`src/rtl/hazard_redirect_ctrl.sv`:
```
// Pipeline hazard and redirect control: resolves E-stage control transfers into a
// fetch redirect plus flush window, detects E->D load-use hazards for a one-cycle
// stall, and keeps saturating perf counters and a sticky misalign flag.
module hazard_redirect_ctrl #(
    parameter int unsigned FLUSH_CYCLES = 1,
    parameter int unsigned CNT_W        = 32
) (
    input  logic             clk,
    input  logic             rst,
    input  logic             valid_d,
    input  logic [4:0]       rs1_d,
    input  logic [4:0]       rs2_d,
    input  logic             use_rs1_d,
    input  logic             use_rs2_d,
    input  logic             valid_e,
    input  logic [4:0]       rd_e,
    input  logic             load_e,
    input  logic             jal_e,
    input  logic             jalr_e,
    input  logic             branch_taken_e,
    input  logic [31:0]      alu_result_e,
    input  logic             cnt_clear,
    output logic             redirect_valid,
    output logic [31:0]      redirect_pc,
    output logic             stall_f,
    output logic             stall_d,
    output logic             flush_d,
    output logic             flush_e,
    output logic             misalign_err,
    output logic [CNT_W-1:0] cnt_redirect,
    output logic [CNT_W-1:0] cnt_stall
);

    typedef enum logic {StRun, StFlush} state_t;

    state_t           r_state;
    logic [2:0]       r_fcnt;
    logic [CNT_W-1:0] r_cnt_redirect;
    logic [CNT_W-1:0] r_cnt_stall;
    logic             r_misalign;

    logic             w_run;
    logic             w_xfer;
    logic             w_take;
    logic             w_lu;
    logic             w_stall;
    logic             w_mis;
    logic [31:0]      w_target;

    // Transfer / hazard decode; FLUSH masks both, and a transfer masks the stall
    always_comb begin
        w_run    = (r_state == StRun);
        w_xfer   = valid_e & (jal_e | jalr_e | branch_taken_e);
        w_take   = w_run & w_xfer;
        w_lu     = valid_e & load_e & (rd_e != 5'd0) & valid_d &
                   ((use_rs1_d & (rs1_d == rd_e)) | (use_rs2_d & (rs2_d == rd_e)));
        w_stall  = w_run & ~w_xfer & w_lu;
        w_target = jalr_e ? {alu_result_e[31:1], 1'b0} : alu_result_e;
        // JALR drops bit 0, so only bit 1 can still misalign its target
        w_mis    = jalr_e ? alu_result_e[1] : (alu_result_e[1:0] != 2'b00);
    end

    // Zero-latency control outputs, forced low while reset is held
    always_comb begin
        redirect_valid = ~rst & w_take;
        redirect_pc    = redirect_valid ? w_target : 32'd0;
        stall_f        = ~rst & w_stall;
        stall_d        = ~rst & w_stall;
        flush_d        = ~rst & (w_take | ~w_run);
        flush_e        = ~rst & (w_take | ~w_run | w_stall);
        misalign_err   = r_misalign;
        cnt_redirect   = r_cnt_redirect;
        cnt_stall      = r_cnt_stall;
    end

    // Flush-window FSM, saturating counters and sticky misalign flag
    always_ff @(posedge clk or posedge rst) begin
        if (rst) begin
            r_state        <= StRun;
            r_fcnt         <= 3'd0;
            r_cnt_redirect <= '0;
            r_cnt_stall    <= '0;
            r_misalign     <= 1'b0;
        end else begin
            case (r_state)
                StRun: begin
                    if (w_xfer && (FLUSH_CYCLES > 1)) begin
                        r_state <= StFlush;
                        r_fcnt  <= 3'(FLUSH_CYCLES - 1);
                    end
                end
                StFlush: begin
                    if (r_fcnt == 3'd1) begin
                        r_state <= StRun;
                    end
                    r_fcnt <= r_fcnt - 3'd1;
                end
                default: begin
                    r_state <= StRun;
                    r_fcnt  <= 3'd0;
                end
            endcase

            // Clear beats any same-cycle increment or misalign set
            if (cnt_clear) begin
                r_cnt_redirect <= '0;
                r_cnt_stall    <= '0;
                r_misalign     <= 1'b0;
            end else begin
                if (w_take && !(&r_cnt_redirect)) begin
                    r_cnt_redirect <= r_cnt_redirect + CNT_W'(1);
                end
                if (w_stall && !(&r_cnt_stall)) begin
                    r_cnt_stall <= r_cnt_stall + CNT_W'(1);
                end
                if (w_take && w_mis) begin
                    r_misalign <= 1'b1;
                end
            end
        end
    end

endmodule

```
`config.mk`:
```
export PLATFORM = sky130hd
export DESIGN_NAME = hazard_redirect_ctrl
export DESIGN_NICKNAME = d
export VERILOG_FILES = /design/src/rtl/hazard_redirect_ctrl.sv
export SDC_FILE = /design/constraint.sdc
export NUM_CORES = 1
export LEC_CHECK = 0
export CAP_MARGIN = 15
export CELL_PAD_IN_SITES_DETAIL_PLACEMENT = 1
export CELL_PAD_IN_SITES_GLOBAL_PLACEMENT = 2
export CORE_MARGIN = 1
export CORE_UTILIZATION = 25
export CTS_CLUSTER_DIAMETER = 120
export DETAILED_ROUTE_END_ITERATION = 12
export PLACE_DENSITY_LB_ADDON = 0.2
export SETUP_SLACK_MARGIN = 0.4
export SLEW_MARGIN = 20
export SYNTH_ARGS = -nofsm -noshare
export SYNTH_HDL_FRONTEND = slang
export SYNTH_SLANG_ARGS = --single-unit
export TNS_END_PERCENT = 20
```
`constraint.sdc`:
```
create_clock -name clk -period 4.5 [get_ports clk]
set_clock_uncertainty 0.15 [all_clocks]
set_input_delay 0.675 -clock clk [delete_from_list [all_inputs] [get_ports clk]]
set_output_delay 0.675 -clock clk [all_outputs]
set_load 0.1 [all_outputs]
```
==> summary.md <==
| Metric | Value |
|---|---|
| Routed Antenna Nets | `0` |
| Hold Startpoint | `r_fcnt[2]$_DFFE_PP0P_` |
| Total number of vias | `4,211` |
| Layout cell share with drive strength beyond 1 | `0.120` |
| Max-Cap Viols | `0` |
| Top fanout value on the critical path | `7` |
| HPWL after detailed placement | `10.3 mm` |
| Ys async rst share | `1.00` |
| DR WL/cell | `16.8 um` |
| Clk root buf | `clkbuf_16` |
| ANT cells | `0` |
| Hold_buf cts | `0` |
| Most used DFF post-synth | `dfrtp_1` |
| DRC | `0` |
| Overall Global Routing Usage | `0.168` |
| Top cells by area, synth | `dfrtp_1 (41%), and3_1 (6.5%), xor2_1 (5.2%)` |
| Clock Latency Late Sink | `0.34 ns` |
| Final instance area | `0.00628 sq mm` |
| Fin crit share | `0.808` |
| Drt via density | `4.94` |
| Clk sinks | `69` |
| Register area | `0.00173 sq mm` |
| H-tree depth | `3` |
| Worst Path Class, Setup | `in -> out` |
| CP required | `around 3.7 ns` |
| Clk pin slew, worst setup/hold paths | `0.05 ns` |
| RSZ-0062 raised after global routing | `false` |
| Die Ht | `between 100 and 150 um` |
| Peak supply drop | `0.163 mV` |
| Core Area | `0.0166 sq mm` |
| Status | `finished clean` |
| Initial antenna violation count | `0` |
| Top Ports | `160` |
| 1st-pass router iterations | `4` |
| Non-Filler Instances | `852` |
| Syn. warnings | `0` |
| Final net count | `689` |
| CP Launch Point | `jalr_e` |
| Synth cell types | `47` |
| Post-DP Area | `0.00595 sq mm` |
| Fin Hold WS | `between 0.3 and 0.4 ns` |
| First-pass GRT wire length | `between 20 and 25 mm` |
| Site Rows | `47` |
| Cell Area, Synth | `0.00425 sq mm` |
| Area of the multi-input gates | `0.00235 sq mm` |
| Starting Density | `0.256` |
| Cts repair resizes | `0` |
| Vias in the first global route | `between 4,000 and 5,000` |
| Worst Tran Pin Value | `about 1.0 ns` |
| Syn_area_per_cell | `8.85 sq um` |
| Slew margin rel. | `0.302` |
| Power, Total | `1.68 mW` |
| HP Class | `reg -> reg` |
| Detailed Route WL | `14.3 mm` |
| Die X | `132 um` |
| Tmin final | `3.63 ns` |
| Filler instances | `1,925` |
| Register area share after synthesis | `0.406` |
| Nature of the critical path endpoint | `primary output` |
| Setup TNS | `0 ns` |
| Power Density | `267 mW/mm^2` |
| Synth-to-layout area growth | `47.8%` |
| Gp weighted congestion | `0.768` |
| Synth top cells by count | `dfrtp_1 (69), nor2_1 (56), and3_1 (44), nand2_1 (33), a21oi_1 (29)` |
| Clock Tree Buf Depth | `2` |
| Crit path arrival time | `~2.8 ns` |
| Largest area contributor in the netlist | `dfrtp_1` |
| Synth top area share | `0.406` |
| # port buffers | `159` |
| Yosys reg bits | `69` |
| Final hold vios | `0` |
| CP Launch Type | `input pin` |
| FMAX | `0.275 GHz` |
| P_leak | `2.54 nW` |
| FF-to-FF Start | `cnt_stall[0]$_DFFE_PP0P_` |
| GRT overflow | `0` |
| TritonCTS buffer count | `9` |
| Largest net degree at the start of global routing | `70` |
| # setup viols final | `0` |
| Postcts setup bufs | `0` |
| Most numerous cell in the Yosys netlist | `dfrtp_1` |
| Syn_nets | `542` |
| Max-slew violation count | `0` |
| Syn Inst Count | `480` |
| Die Area | `0.0175 sq mm` |
| CTS tree | `yes` |
| Initial DRC Count | `138` |
| Number of flops mapped to enable cells by yosys | `0` |
| Placed cell count | `~840` |
## critical path, cell delays in order
cell and delay, ns:
clkdlybuf4s50_1 0.48, nor3_4 0.33, nand4_1 0.21, a21oi_2 0.27, nand2_1 0.23, nor2_1 0.38, buf_12 0.23
## per-layer routing
layer / share of wire / global-route usage / vias up
met2: 0.50 / 0.287 / 84
li1: - / - / 2019
met5: 0 / 0 / -
met1: 0.44 / 0.207 / 2096
met4: 0.016 / 0.0543 / 0
met3: 0.043 / 0.0427 / 12
## final cells by class
| type | instances | share of cell area |
|---|---|---|
| multi-input combinational | 374 | 0.375 |
| sequential | 69 | 0.275 |
| timing repair buffer | 163 | 0.249 |
| tap | 220 | 0.0438 |
| clock buffer | 12 | 0.0408 |
| clock inverter | 4 | 0.0112 |
| inverter | 10 | 0.00617 |
## cells in the final DEF, fill, tap and decap left out, types with 3 or more instances in the layout
| cell type | instances |
|---|---|
| clkdlybuf4s50_1 | 121 |
| dfrtp_1 | 69 |
| nor2_1 | 55 |
| and3_1 | 44 |
| buf_4 | 38 |
| nand2_1 | 33 |
| a21oi_1 | 29 |
| nand3_1 | 28 |
| nand4_1 | 25 |
| xor2_1 | 25 |
| xnor2_1 | 21 |
| or3_1 | 16 |
| o21ai_1 | 15 |
| or4_1 | 12 |
| inv_1 | 9 |
| o31ai_1 | 9 |
| clkbuf_16 | 9 |
| nor4_1 | 8 |
| nor3_1 | 8 |
| nor2b_1 | 5 |
| and4_1 | 4 |
| ha_1 | 4 |
| clkinv_2 | 3 |
| o211ai_1 | 3 |
| buf_12 | 3 |
## metrics by stage
stage,util,worst slack (ns)
finish,0.379,0.865
CTS,0.379,0.882
global placement,0.359,0.957
global route,0.379,0.764
detailed placement,0.359,0.889
floorplan,-,0.471
## worst paths after layout
| path | endpoint | slack, ns | depth (start not counted) |
|---|---|---|---|
| max in group asynchronous | cnt_stall[1]$_DFFE_PP0P_ | 2.39 | 3 |
| min | r_fcnt[2]$_DFFE_PP0P_ | 0.33 | 1 |
| min reg2reg | r_fcnt[2]$_DFFE_PP0P_ | 0.33 | 1 |
| min in group asynchronous | cnt_redirect[0]$_DFFE_PP0P_ | 1.22 | 3 |
| max | stall_d | 0.87 | 7 |
| max reg2reg | cnt_stall[21]$_DFFE_PP0P_ | 1.23 | 8 |
## power by group
part	internal, mW	switching [mW]
Sequential	0.623	0.00265
Combinational	0.0833	0.179
Clock	0.514	0.275
## registers in the layout, indices dropped and copies added (netlist names)
| register | flops |
|---|---|
| r_fcnt | 3 |
| cnt_stall | 32 |
| r_state | 1 |
| misalign_err | 1 |
| cnt_redirect | 32 |
## cells by family after synthesis
logic type / Yosys count / share of synthesized area
simple gates: 256 / 0.341
flops: 69 / 0.406
compound gates: 64 / 0.0924
xor+xnor: 46 / 0.0948
buf+inv: 37 / 0.0418
mux: 4 / 0.0121
fa+ha+maj: 4 / 0.0118
Note: power is estimated with default switching activity, not from simulation.
